--- src/rtl/jtag_tap_sequencer_if.sv ---
// jtag_tap_sequencer_if: host command/response channel and TAP status for the JTAG sequencer
interface jtag_tap_sequencer_if #(
  parameter int MAX_LEN = 32
);
  logic               cmd_valid;
  logic               cmd_ready;
  logic [1:0]         cmd_op;
  logic [5:0]         cmd_len;
  logic [MAX_LEN-1:0] cmd_data;
  logic               rsp_valid;
  logic [MAX_LEN-1:0] rsp_data;
  logic               rsp_err;
  logic               tap_known;
  modport master (
    output cmd_valid, cmd_op, cmd_len, cmd_data,
    input  cmd_ready, rsp_valid, rsp_data, rsp_err, tap_known
  );
  modport slave (
    input  cmd_valid, cmd_op, cmd_len, cmd_data,
    output cmd_ready, rsp_valid, rsp_data, rsp_err, tap_known
  );
endinterface

--- src/rtl/jtag_tap_sequencer.sv ---
// jtag_tap_sequencer: command-driven JTAG master bit-banging a target TAP from the system clock
module jtag_tap_sequencer #(
  parameter int CLK_DIV = 4,
  parameter int MAX_LEN = 32
) (
  input  logic                 CLK,
  input  logic                 RESETN,
  jtag_tap_sequencer_if.slave  bus,
  output logic                 TGT_TCK,
  output logic                 TGT_TMS,
  output logic                 TGT_TDI,
  output logic                 TGT_TRSTB,
  input  logic                 TGT_TDO
);
  typedef enum logic [2:0] {S_IDLE, S_PRE, S_SHIFT, S_POST, S_DONE} state_t;
  localparam logic [1:0] OP_RST = 2'd0, OP_IR = 2'd1, OP_DR = 2'd2, OP_IDLE = 2'd3;
  localparam int IW = MAX_LEN > 1 ? $clog2(MAX_LEN) : 1;
  localparam int DW = CLK_DIV > 1 ? $clog2(CLK_DIV) : 1;
  state_t             r_state, w_nstate;
  logic [6:0]         r_cnt, w_ncnt, r_len, w_len, w_cmd_len, w_pre_len, w_plen;
  logic [1:0]         r_op, w_op;
  logic [MAX_LEN-1:0] r_data, w_data, r_cap;
  logic [DW-1:0]      r_div;
  logic               r_half, r_tck, r_tms, r_tdi, r_trstb, r_known, r_err;
  logic               w_acc, w_rej, w_active, w_tick, w_rise, w_end, w_last, w_start;
  logic               w_tms, w_tdi, w_trstb;
  assign bus.cmd_ready = (r_state == S_IDLE) || (r_state == S_DONE);
  assign bus.rsp_valid = r_state == S_DONE;
  assign bus.rsp_data  = r_cap;
  assign bus.rsp_err   = r_err;
  assign bus.tap_known = r_known;
  assign TGT_TCK   = r_tck;
  assign TGT_TMS   = r_tms;
  assign TGT_TDI   = r_tdi;
  assign TGT_TRSTB = r_trstb;
  assign w_acc = bus.cmd_valid && bus.cmd_ready;
  assign w_rej = w_acc && (bus.cmd_op[0] ^ bus.cmd_op[1]) && !r_known;
  // idle-clock counts are not scan lengths, so only zero is remapped for them
  assign w_cmd_len = (bus.cmd_op == OP_IDLE) ? (bus.cmd_len == 6'd0 ? 7'd64 : {1'b0, bus.cmd_len})
                   : (bus.cmd_len == 6'd0) ? 7'd1
                   : ({1'b0, bus.cmd_len} > 7'(MAX_LEN)) ? 7'(MAX_LEN) : {1'b0, bus.cmd_len};
  assign w_op   = w_acc ? bus.cmd_op : r_op;
  assign w_len  = w_acc ? w_cmd_len : r_len;
  assign w_data = w_acc ? bus.cmd_data : r_data;
  assign w_active = (r_state == S_PRE) || (r_state == S_SHIFT) || (r_state == S_POST);
  assign w_tick   = w_active && (r_div == DW'(CLK_DIV - 1));
  assign w_rise   = w_tick && !r_half;
  assign w_end    = w_tick && r_half;
  assign w_pre_len = (w_op == OP_RST) ? 7'd6 : (w_op == OP_IR) ? 7'd4 : (w_op == OP_DR) ? 7'd3 : w_len;
  assign w_plen    = (r_state == S_PRE) ? w_pre_len : (r_state == S_SHIFT) ? r_len : 7'd2;
  assign w_last    = r_cnt == w_plen - 7'd1;
  always_comb begin
    w_nstate = r_state;
    w_ncnt   = r_cnt;
    if (w_acc) begin
      w_nstate = w_rej ? S_DONE : S_PRE;
      w_ncnt   = '0;
    end else if (r_state == S_DONE) begin
      w_nstate = S_IDLE;
    end else if (w_end) begin
      w_ncnt = w_last ? 7'd0 : r_cnt + 7'd1;
      if (w_last)
        w_nstate = (r_state == S_PRE) ? ((r_op[0] ^ r_op[1]) ? S_SHIFT : S_DONE)
                 : (r_state == S_SHIFT) ? S_POST : S_DONE;
    end
    w_start = (w_acc && !w_rej) || (w_end && w_nstate != S_DONE);
    // pin values for the bit that starts at this edge
    w_tms = (w_nstate == S_PRE) ? ((w_op == OP_RST) ? (w_ncnt < 7'd5) : (w_op == OP_IR) ? (w_ncnt < 7'd2)
                                 : (w_op == OP_DR) ? (w_ncnt < 7'd1) : 1'b0)
          : (w_nstate == S_SHIFT) ? (w_ncnt == w_len - 7'd1) : (w_ncnt == 7'd0);
    w_tdi   = (w_nstate == S_SHIFT) && w_data[w_ncnt[IW-1:0]];
    w_trstb = !((w_nstate == S_PRE) && (w_op == OP_RST) && (w_ncnt < 7'd5));
  end
  always_ff @(posedge CLK) begin
    if (!RESETN) begin
      r_state <= S_IDLE;
      r_cnt   <= '0;
    end else begin
      r_state <= w_nstate;
      r_cnt   <= w_ncnt;
    end
  end
  always_ff @(posedge CLK) begin
    if (!RESETN) begin
      r_div   <= '0;
      r_half  <= 1'b0;
      r_op    <= '0;
      r_len   <= '0;
      r_data  <= '0;
      r_cap   <= '0;
      r_err   <= 1'b0;
      r_known <= 1'b0;
      r_tck   <= 1'b0;
      r_tms   <= 1'b1;
      r_tdi   <= 1'b0;
      r_trstb <= 1'b1;
    end else begin
      r_div <= (!w_active || w_tick) ? '0 : r_div + 1'b1;
      if (w_rise) begin
        r_half <= 1'b1;
        r_tck  <= 1'b1;
        if (r_state == S_SHIFT) r_cap[r_cnt[IW-1:0]] <= TGT_TDO;
      end
      if (w_end) begin
        r_half <= 1'b0;
        r_tck  <= 1'b0;
      end
      if (w_acc) begin
        r_op   <= bus.cmd_op;
        r_len  <= w_cmd_len;
        r_data <= bus.cmd_data;
        r_cap  <= '0;
        r_err  <= w_rej;
      end
      if (w_start) begin
        r_tms   <= w_tms;
        r_tdi   <= w_tdi;
        r_trstb <= w_trstb;
      end
      if (w_end && w_nstate == S_DONE && r_op == OP_RST) r_known <= 1'b1;
    end
  end
endmodule

--- src/flat_wrapper.sv ---
// flat-port wrapper written by rule: the top's interface ports become plain ports
module jtag_tap_sequencer_flat 
#(
  parameter int CLK_DIV = 4,
  parameter int MAX_LEN = 32
)
  (CLK, RESETN, TGT_TCK, TGT_TMS, TGT_TDI, TGT_TRSTB, TGT_TDO, bus_cmd_valid, bus_cmd_op, bus_cmd_len, bus_cmd_data, bus_cmd_ready, bus_rsp_valid, bus_rsp_data, bus_rsp_err, bus_tap_known);
  jtag_tap_sequencer_if #(.MAX_LEN(MAX_LEN)) bus_i ();
  input  logic CLK;
  input  logic RESETN;
  output logic TGT_TCK;
  output logic TGT_TMS;
  output logic TGT_TDI;
  output logic TGT_TRSTB;
  input  logic TGT_TDO;
  input wire logic [$bits(bus_i.cmd_valid)-1:0] bus_cmd_valid;
  input wire logic [$bits(bus_i.cmd_op)-1:0] bus_cmd_op;
  input wire logic [$bits(bus_i.cmd_len)-1:0] bus_cmd_len;
  input wire logic [$bits(bus_i.cmd_data)-1:0] bus_cmd_data;
  output wire logic [$bits(bus_i.cmd_ready)-1:0] bus_cmd_ready;
  output wire logic [$bits(bus_i.rsp_valid)-1:0] bus_rsp_valid;
  output wire logic [$bits(bus_i.rsp_data)-1:0] bus_rsp_data;
  output wire logic [$bits(bus_i.rsp_err)-1:0] bus_rsp_err;
  output wire logic [$bits(bus_i.tap_known)-1:0] bus_tap_known;
  assign bus_i.cmd_valid = bus_cmd_valid;
  assign bus_i.cmd_op = bus_cmd_op;
  assign bus_i.cmd_len = bus_cmd_len;
  assign bus_i.cmd_data = bus_cmd_data;
  assign bus_cmd_ready = bus_i.cmd_ready;
  assign bus_rsp_valid = bus_i.rsp_valid;
  assign bus_rsp_data = bus_i.rsp_data;
  assign bus_rsp_err = bus_i.rsp_err;
  assign bus_tap_known = bus_i.tap_known;
  jtag_tap_sequencer #(.CLK_DIV(CLK_DIV), .MAX_LEN(MAX_LEN)) u_core (.CLK(CLK), .RESETN(RESETN), .bus(bus_i), .TGT_TCK(TGT_TCK), .TGT_TMS(TGT_TMS), .TGT_TDI(TGT_TDI), .TGT_TRSTB(TGT_TRSTB), .TGT_TDO(TGT_TDO));
endmodule
--- config.mk ---
export PLATFORM = sky130hd
export DESIGN_NAME = jtag_tap_sequencer_flat
export DESIGN_NICKNAME = d
export VERILOG_FILES = /design/src/rtl/jtag_tap_sequencer_if.sv /design/src/rtl/jtag_tap_sequencer.sv /design/src/flat_wrapper.sv
export SDC_FILE = /design/constraint.sdc
export NUM_CORES = 1
export LEC_CHECK = 0
export ABC_CLOCK_PERIOD_IN_PS = 6510
export BUFFER_PORTS_ARGS = -buffer_cell sky130_fd_sc_hd__buf_2
export CORE_MARGIN = 1
export CORE_UTILIZATION = 61
export CTS_CLUSTER_DIAMETER = 120
export DETAILED_ROUTE_END_ITERATION = 8
export HOLD_SLACK_MARGIN = 0.15
export PLACE_DENSITY = 0.95
export SETUP_SLACK_MARGIN = 0.15
export SLEW_MARGIN = 40
export SYNTH_ARGS = -nofsm -noshare
export SYNTH_HDL_FRONTEND = slang
export SYNTH_SLANG_ARGS = --single-unit
--- constraint.sdc ---
create_clock -name CLK -period 6.51 [get_ports CLK]
set_input_delay 0.3255 -clock CLK [delete_from_list [all_inputs] [get_ports CLK]]
set_output_delay 0.3255 -clock CLK [all_outputs]
set_load 0.05 [all_outputs]
==> results of run 1 <==
[worst reg2reg max path: stages (launching register included)]
cell and delay [ns]:
dfxtp_1 0.59, and2b_1 0.30, a211o_1 0.41, nand2b_1 0.11, ha_1 0.24, inv_1 0.09
a2111oi_2 0.26, and4b_1 0.28, nor4_1 0.07, nor3_2 0.66, a21oi_1 0.33, o21ai_1 0.42
xor2_1 0.11, or4_1 0.41, o31ai_1 0.25, a31o_1 0.17
[logic make-up (layout without fill, tap and decap cells)]
group | count (synthesis) | in the layout | synth area share (%)
buffers and inverters | 60 | 116 | 4.63
xor gates and xnor gates | 23 | 23 | 3.90
AOI/OAI and AO/OA | 159 | 159 | 21.4
DFF | 91 | 91 | 35.3
muxes | 11 | 11 | 2.13
adders and majority gates | 9 | 9 | 2.18
and+or+nand+nor | 318 | 318 | 30.5
[flip-flops by register name (all words and copies together), names as in the netlist]
name,cells
u_core.TGT_TDI,1
u_core.TGT_TMS,1
u_core.TGT_TRSTB,1
u_core.bus.rsp_data,32
u_core.bus.rsp_err,1
u_core.bus.tap_known,1
u_core.r_cnt,7
u_core.r_data,32
u_core.r_div,2
u_core.r_half,1
u_core.r_len,7
u_core.r_op,2
u_core.r_state,3
[layer usage]
| layer | wire (microns) | up-vias |
|---|---|---|
| met5 | 0 | - |
| met4 | 498 | 0 |
| met3 | 1030 | 73 |
| met2 | 6550 | 305 |
| met1 | 5330 | 2412 |
| li1 | - | 2447 |
[power by group through the flow]
stage | clock, mW | combinational [mW] | sequential, mW
2_1_floorplan | 0 | 0.118 | 0.600
3_3_place_gp | 0 | 0.154 | 0.603
3_5_place_dp | 0 | 0.160 | 0.604
4_1_cts | 0.459 | 0.162 | 0.591
5_1_grt | 0.478 | 0.181 | 0.594
6_report | 0.458 | 0.166 | 0.592
[synthesized netlist by cell type (all sizes together), types with 13 or more instances]
cell type	count
nand3	42
dfxtp	91
inv	15
nor2b	18
and2	14
clkbuf	35
o21ai	13
a21boi	32
nor3	15
a21oi	54
nand2	150
nor2	23
[worst paths after layout]
path                            depth (start not counted)  slack (ns)         startpoint           endpoint
worst max-delay path                                   15        1.76  u_core.r_state[0]     u_core.TGT_TMS
worst min-delay path                                    3        0.20   bus_cmd_data[27]  u_core.r_data[27]
worst max register to register                         15        1.76  u_core.r_state[0]     u_core.TGT_TMS
worst min register to register                          1        0.44    u_core.r_div[0]    u_core.r_div[0]
[layout by cell type (no fill, tap or decap), drive strengths merged, types with 3 or more instances in the layout]
| cell | Yosys | routed |
|---|---|---|
| nand2 | 150 | 150 |
| dfxtp | 91 | 91 |
| buf | 10 | 85 |
| a21oi | 54 | 54 |
| nand3 | 42 | 42 |
| a21boi | 32 | 32 |
| nor2 | 23 | 23 |
| nor2b | 18 | 18 |
| inv | 15 | 18 |
| nor3 | 15 | 15 |
| and2 | 14 | 14 |
| o21ai | 13 | 13 |
| and3 | 12 | 12 |
| xor2 | 12 | 12 |
| xnor2 | 11 | 11 |
| mux2i | 11 | 11 |
| ha | 9 | 9 |
| clkbuf | 35 | 9 |
| nand2b | 9 | 9 |
| a31oi | 8 | 8 |
| nand4 | 6 | 6 |
| nor3b | 6 | 6 |
| a211oi | 5 | 5 |
| nor4 | 5 | 5 |
| and4b | 4 | 4 |
| o211ai | 4 | 4 |
| a221oi | 4 | 4 |
| a21o | 4 | 4 |
| a2111oi | 4 | 4 |
| and3b | 3 | 3 |
| a211o | 3 | 3 |
| o211a | 3 | 3 |
| o31ai | 3 | 3 |
[stage by stage]
stage | instances | setup slack (ns) | total power [mW] | hold WS, ns
5_1_grt | 832 | 1.45 | 1.25 | 0.209
2_1_floorplan | 671 | 2.81 | 0.717 | 0.406
3_5_place_dp | 816 | 1.96 | 0.764 | 0.445
4_1_cts | 832 | 1.87 | 1.21 | 0.197
3_3_place_gp | 816 | 2.15 | 0.757 | 0.415
6_report | 832 | 1.76 | 1.22 | 0.197
[area by class of cell]
class | instances | area, sq um
clock inverter | 7 | 116
sequential | 91 | 1820
multi-input combinational | 520 | 3130
fill | 621 | 2400
inverter | 15 | 56.3
timing repair buffer | 85 | 433
clock buffer | 9 | 124
tap | 105 | 131
==> flow_summary.ini, run 1 <==
[placement]
gp_congestion = 0.969
place_area_sq_um = 5560
hpwl_mm = 9.29
io_buffers = 83

[global_routing]
top_usage_layer = met2
antenna_found_initial = 0
met1_usage_pct = 38.3
grt_util_met3_pct = 4.85
grt_usage_pct = 30.8
grt_use_met2_pct = 52.1
overflow = 0
grt_pass1_vias = 4736
grt_pass1_wl_mm = 21.8
grt_max_degree = 59

[final_layout]
final_util_pct = 70.7
syn2layout_area_growth_pct = 12.5
n_antenna_cell = 0
stdcell_area_sq_um = 5810
nets = 775
drive_gt1_share_pct = 16.5

[drt]
first_pass_iters = 6
ant_nets = 0
drc = 0
routed_via_density = 6.29
wl_per_cell_microns = 16.1
vias = 5237
drtIter0Drc = 543
wirelength_mm = 13.4

[logic_synthesis]
synthTopCellsByArea = dfxtp_1 35%, nand2_1 11%, a21oi_1 5.0%
synthCells = 671
synth_edf_count = 0
syn_area_sq_um = 5160
yosys.area.top_type = dfxtp_1
yosysSeqAreaShare_pct = 35.3
yosysWarningCount = 0
syn_nets = 724
synthArstFlopShare_pct = 0
synth_seq_cells = 91
synth_largest_type_area_fraction_pct = 35.3
synth_ff_type = dfxtp_1
ys_types = 72
avgSynthCellArea_sq_um = 7.70

[setup_path]
crit_family = compound AO/OA/AOI/OAI gates
crit_slowest_cell = nor3_2
critPathLaunchType = flip-flop
max_stage_delay_ns = 0.66
crit_buf_inv = 1
path_max_fanout = 14
critical_path_required_ns = 6.82
crit_chain = and2b_1, a211o_1, nand2b_1, ha_1, inv_1, a2111oi_2, and4b_1, nor4_1, nor3_2, a21oi_1, o21ai_1, xor2_1, or4_1, o31ai_1, a31o_1
path_class = flip-flop to flip-flop
critPathArrivalTime_ns = 5.05
cp-end-kind = flip-flop

[sta]
timing.final.crit_period_ns = 4.75
fmax_mhz = 211
rsz0062_at_grt = false
finalHoldViolations = 0
min_period_over_period_pct = 72.9
setup_viol = 0
fin_skew_ns = 0.0186
slew_headroom_pct = 44.2
drv_slew = 0
tightest_slew_ns = 0.830
tns_ns = 0

[pwr]
power_density_nw_per_um2 = 209
ir_drop_mv = 0.136
swShare_pct = 28.8
sequentialPowerShare_pct = 48.7
p_int_mw = 0.866
combPwrFrac_pct = 13.6
switchingPower_mw = 0.350
leakagePower_nw = 2.31
clock_power_share_pct = 37.7

[floorplan]
initial_core_util_pct = 62.9
die_x_microns = 94.0
placementRows = 33
chipHeight_microns = 94.0
core-area_sq_um = 8220
io_pins = 84
dieArea_sq_um = 8840

[clock_network]
root_buffer = clkbuf_8
cts.reportedPaths.clkPinSlew_ns = 0.11
cts_made_buffers = 9
htree_levels = 3
cts_resized = 0
clock_path_buffers = 2
tritoncts = built
clk_latency_ns = 0.36
cts_setup_buffers = 0
ctsHoldBuffers = 0
cts_num_sinks = 91

[status]
status = finished, final reports clean

[run]
cap_violations = 0

[hold_path]
hold_class = input port to flip-flop
Power figures use the tool's default switching activity.
==> run 2, diff against run 1 <==
--- a/config.mk
+++ b/config.mk
@@ -5,14 +5,14 @@
 export SDC_FILE = /design/constraint.sdc
 export NUM_CORES = 1
 export LEC_CHECK = 0
-export ABC_CLOCK_PERIOD_IN_PS = 6510
+export ABC_CLOCK_PERIOD_IN_PS = 4700
 export BUFFER_PORTS_ARGS = -buffer_cell sky130_fd_sc_hd__buf_2
 export CORE_MARGIN = 1
-export CORE_UTILIZATION = 61
+export CORE_UTILIZATION = 57
 export CTS_CLUSTER_DIAMETER = 120
 export DETAILED_ROUTE_END_ITERATION = 8
 export HOLD_SLACK_MARGIN = 0.15
-export PLACE_DENSITY = 0.95
+export PLACE_DENSITY = 0.9
 export SETUP_SLACK_MARGIN = 0.15
 export SLEW_MARGIN = 40
 export SYNTH_ARGS = -nofsm -noshare
==> constraint.sdc (replaced) <==
create_clock -name CLK -period 4.7 [get_ports CLK]
set_input_delay 0.235 -clock CLK [delete_from_list [all_inputs] [get_ports CLK]]
set_output_delay 0.235 -clock CLK [all_outputs]
set_load 0.05 [all_outputs]
==> flow_summary.ini, run 2 (synthesis results as in run 1) <==
[clock_network]
root_buffer = clkbuf_8
cts_made_buffers = 9
cts_num_sinks = 91
clock_path_buffers = 2
tritoncts = built
clk_latency_ns = 0.37
htree_levels = 3
cts.reportedPaths.clkPinSlew_ns = 0.10

[setup_path]
critPathArrivalTime_ns = 4.55
crit_family = simple AND/OR/NAND/NOR gates
r2r_cells = 15
crit_buf_inv = 1
cpMostUsedCell = nand2b_1
crit_slowest_cell = or4_1
crit_cells = 15
crit_chain = nor4bb_1, a211o_1, nand2b_1, ha_1, xor2_1, nor4_1, o211ai_1, nor4_4, buf_4, and2_1, a221o_1, nand2b_1, or4_1, o31ai_1, a31o_1
critPathLaunchType = flip-flop
path_class = flip-flop to flip-flop
cp-end-kind = flip-flop
path_max_fanout = 9
max_stage_delay_ns = 0.52
critical_path_required_ns = 5.01

[pwr]
switchingPower_mw = 0.483
p_int_mw = 1.21
ir_drop_mv = 0.188
leakagePower_nw = 2.47
combPwrFrac_pct = 14.9
swShare_pct = 28.4
sequentialPowerShare_pct = 48.1
power_density_nw_per_um2 = 275
clock_power_share_pct = 37.0

[drt]
wl_per_cell_microns = 16.2
wl_met2_mm = 7.21
drtIter0Drc = 301
wl_met3_microns = 765
wirelength_mm = 14.1
vias = 5189
routed_via_density = 5.97
top_layer = met4
wl_met1_mm = 5.83
ant_nets = 0
first_pass_iters = 5
drc = 0

[final_layout]
final_util_pct = 70.4
final_common_cell = nand2_1
syn2layout_area_growth_pct = 19.4
final_cell_mix = 149 x nand2_1, 89 x dfxtp_1, 82 x buf_2
n_antenna_cell = 0
fillerInstances = 662
drive_gt1_share_pct = 17.6
nets = 809
finalNonFillerCells = 869
stdcell_area_sq_um = 6170

[placement]
dp_cells = 823
hpwl_mm = 9.51
gp_congestion = 0.911
io_buffers = 83
place_area_sq_um = 5590
dp_slack_ns = 0.305

[sta]
min_period_over_period_pct = 90.2
drv_slew = 0
fin_ws_ns = 0.462
setup_viol = 0
finalHoldViolations = 0
tightest_slew_ns = 0.719
fmax_mhz = 236
slew_headroom_pct = 51.5
fin_skew_ns = 0.0168
rsz0062_at_grt = false
timing.final.crit_period_ns = 4.24
tns_ns = 0

[status]
status = finished, final reports clean

[global_routing]
overflow = 0
grt_max_degree = 59
antenna_found_initial = 0
grt_pass1_wl_mm = 23.2
grt_pass1_vias = 5046
grt_usage_pct = 29.8

[floorplan]
initial_core_util_pct = 58.9
core-area_sq_um = 8760
die_x_microns = 97.2
io_pins = 84
placementRows = 34
dieArea_sq_um = 9450
chipHeight_microns = 97.2

[hold_path]
min_path_cells = 3
hold_class = input port to flip-flop

[run]
cap_violations = 0
[run 2: cell types whose count changed in the layout (fill, tap and decap cells not counted), sizes merged]
cell / change
dlygate4sd3: +28
buf: +6
[run 2: worst paths after layout]
kind	slack, ns	endpoint	startpoint
max	0.46	u_core.TGT_TMS	u_core.r_op[1]
min	0.16	u_core.r_op[0]	bus_cmd_op[0]
max reg2reg	0.46	u_core.TGT_TMS	u_core.r_op[1]
min reg2reg	0.45	u_core.r_div[0]	u_core.r_div[0]
[run 2: worst min-delay path: stages]
cell      delay (ns)
buf_2           0.13
nand2_1         0.05
a21boi_0        0.06
[run 2: final cells by class]
type                            instances  area, sq um  share of cell area (%)
Clock buffer                            9          124                    2.01
Multi-Input combinational cell        520         3150                    51.1
Clock inverter                          7          116                    1.89
Inverter                               15         56.3                   0.913
Sequential cell                        91         1830                    29.6
Timing Repair Buffer                  119          758                    12.3
Tap cell                              108          135                    2.19
[run 2: per-stage QoR]
step	power (mW)	hold slack, ns
final	1.70	0.163
after floorplan	0.994	0.380
after global placement	1.05	0.415
after global routing	1.76	0.171
after CTS	1.69	0.155
after detailed placement	1.06	0.431
[run 2: power groups by stage]
stage	logic (mW)	registers [mW]	clock network, mW
5_1_grt	0.274	0.819	0.665
2_1_floorplan	0.163	0.831	0
4_1_cts	0.245	0.815	0.629
6_report	0.253	0.816	0.628
3_5_place_dp	0.226	0.833	0
3_3_place_gp	0.220	0.831	0
[run 2: layer usage]
layer  vias up  track usage (%)
met2       190             52.3
met1      2446             35.8
li1       2525                -
met3        28             5.76
met5         -                0
met4         0             11.3
[run 2: what timing repair did]
action / CTS / global route
setup endpoints to repair: 0 / 3
endpoints found under the hold margin: 27 / 1
resized for setup: 0 / 7
setup buffers: 0 / 2
hold buffers: 27 / 1
==> run 3, diff against run 2 <==
--- a/config.mk
+++ b/config.mk
@@ -13,8 +13,8 @@
 export DETAILED_ROUTE_END_ITERATION = 8
 export HOLD_SLACK_MARGIN = 0.15
 export PLACE_DENSITY = 0.9
+export REMOVE_ABC_BUFFERS = 1
 export SETUP_SLACK_MARGIN = 0.15
-export SLEW_MARGIN = 40
 export SYNTH_ARGS = -nofsm -noshare
 export SYNTH_HDL_FRONTEND = slang
 export SYNTH_SLANG_ARGS = --single-unit
==> flow_summary.ini, run 3 (synthesis results as in run 1) <==
[sta]
fmax_mhz = 225
drv_slew = 0
fin_skew_ns = 0.0150
slew_headroom_pct = 28.2
timing.final.crit_period_ns = 4.44
tightest_slew_ns = 1.07
finalHoldViolations = 0
min_period_over_period_pct = 94.6
rsz0062_at_grt = false
setup_viol = 0

[pwr]
p_int_mw = 1.16
sequentialPowerShare_pct = 49.9
switchingPower_mw = 0.483
power_density_nw_per_um2 = 268
combPwrFrac_pct = 15.3
ir_drop_mv = 0.151
leakagePower_nw = 2.44
swShare_pct = 29.4
clock_power_share_pct = 34.8
power_mw = 1.64

[clock_network]
root_buffer = clkbuf_8
clock_path_buffers = 2
cts_num_sinks = 91
cts_made_buffers = 9
clk_latency_ns = 0.37
htree_levels = 3
cts.reportedPaths.clkPinSlew_ns = 0.10
tritoncts = built

[final_layout]
ff_latch_area_sq_um = 1830
final_cell_mix = 150 x nand2_1, 88 x dfxtp_1, 83 x buf_2
fillerInstances = 703
syn2layout_area_growth_pct = 18.8
n_antenna_cell = 0
drive_gt1_share_pct = 17.6
multi_input_area_sq_um = 3150
nets = 810
stdcell_area_sq_um = 6130
final_util_pct = 70.0
final_common_cell = nand2_1

[floorplan]
core-area_sq_um = 8760
placementRows = 34
dieArea_sq_um = 9450
initial_core_util_pct = 58.9
io_pins = 84
chipHeight_microns = 97.2
die_x_microns = 97.2

[global_routing]
grt_pass1_vias = 5057
overflow = 0
antenna_found_initial = 0
grt_usage_pct = 29.8
grt_pass1_wl_mm = 23.3
grt_max_degree = 59

[setup_path]
critPathLaunchType = flip-flop
path_max_fanout = 14
crit_chain = and2b_1, a211o_1, nand2b_1, ha_1, xor2_2, a2111oi_1, o21ai_0, and3_1, nor4_4, buf_4, nand4_1, o21ai_1, nand2b_1, or4_1, o31ai_1, a31o_1
crit_buf_inv = 1
crit_family = simple AND/OR/NAND/NOR gates
path_class = flip-flop to flip-flop
reg2reg_to = u_core.TGT_TMS
crit_start = u_core.r_state[0]
cp-end-kind = flip-flop
cpMostUsedCell = nand2b_1
critPathArrivalTime_ns = 4.76
crit_path_end = u_core.TGT_TMS
r2r_cells = 16
crit_cells = 16
crit_slowest_cell = or4_1
regToRegSetupSlack_ns = 0.26
critical_path_required_ns = 5.01
max_stage_delay_ns = 0.53
r2r_start = u_core.r_state[0]

[hold_path]
hold_class = input port to flip-flop

[drt]
wl_per_cell_microns = 16.3
vias = 5246
routed_via_density = 6.03
first_pass_iters = 5
wirelength_mm = 14.1
drc = 0
ant_nets = 0
drtIter0Drc = 360

[placement]
gp_congestion = 0.950
place_area_sq_um = 5570
hpwl_mm = 9.39
io_buffers = 83

[run]
cap_violations = 0

[status]
status = finished, final reports clean
run 3: changes by cell type in the layout (fill, tap and decap cells not counted), moves of 2 or more:
cell,change
nor3b_2,-3
clkinv_2,+2
nor3b_1,+3
dfxtp_2,+2
run 3: worst min path at each step:
stage,end,cells after the start,startpoint
3_5_place_dp,u_core.r_div[0],1,u_core.r_div[0]
5_1_grt,u_core.r_len[5],3,bus_cmd_len[5]
3_3_place_gp,u_core.r_div[0],1,u_core.r_div[0]
2_1_floorplan,u_core.TGT_TRSTB,1,RESETN
6_report,u_core.r_op[1],3,bus_cmd_op[1]
4_1_cts,u_core.r_op[1],3,bus_cmd_op[1]
run 3: power groups by stage:
| stage | Sequential (mW) | Combinational (mW) | Clock, mW |
|---|---|---|---|
| finish | 0.819 | 0.252 | 0.571 |
| global route | 0.821 | 0.276 | 0.609 |
| CTS | 0.817 | 0.242 | 0.576 |
| detailed placement | 0.835 | 0.222 | 0 |
| global placement | 0.833 | 0.216 | 0 |
| floorplan | 0.834 | 0.148 | 0 |
run 3: metal layers:
layer	vias up	share of wire, %	global-route usage (%)	routed length [microns]
li1	2518	-	-	-
met3	40	5.5	4.60	779
met5	-	0	0	0
met4	0	2.5	12.5	348
met2	212	50	51.4	7080
met1	2476	42	36.8	5940
run 3: cell type report:
class / count / area share [%]
multi-input combinational: 520 / 51.4
sequential: 91 / 29.8
timing repair buffer: 120 / 12.4
tap: 108 / 2.20
clock buffer: 9 / 2.02
clock inverter: 7 / 1.31
inverter: 15 / 0.918
run 3: through the flow:
| step | instances | worst slack (ns) | TNS (ns) | hold WS (ns) |
|---|---|---|---|---|
| after global placement | 821 | 0.512 | 0 | 0.414 |
| after detailed placement | 821 | 0.159 | 0 | 0.423 |
| after CTS | 865 | 0.159 | 0 | 0.153 |
| after global routing | 870 | 0.120 | 0 | 0.167 |
| after floorplan | 626 | -0.994 | -0.994 | 0.297 |
| final | 870 | 0.256 | 0 | 0.157 |
run 3: what timing repair did:
action,CTS,global route
cloned,0,0
gates resized for setup,3,9
pin swaps,0,5
hold buffers,28,0
hold endpoints to repair,28,0
setup endpoints to repair,2,3
buffers inserted,0,5
run 3: worst register-to-register path: stages, from the launching register on:
cell,delay [ns]
dfxtp_2,0.46
and2b_1,0.28
a211o_1,0.41
nand2b_1,0.12
ha_1,0.28
xor2_2,0.13
a2111oi_1,0.36
o21ai_0,0.16
and3_1,0.28
nor4_4,0.28
buf_4,0.20
nand4_1,0.16
o21ai_1,0.14
nand2b_1,0.14
or4_1,0.54
o31ai_1,0.27
a31o_1,0.18
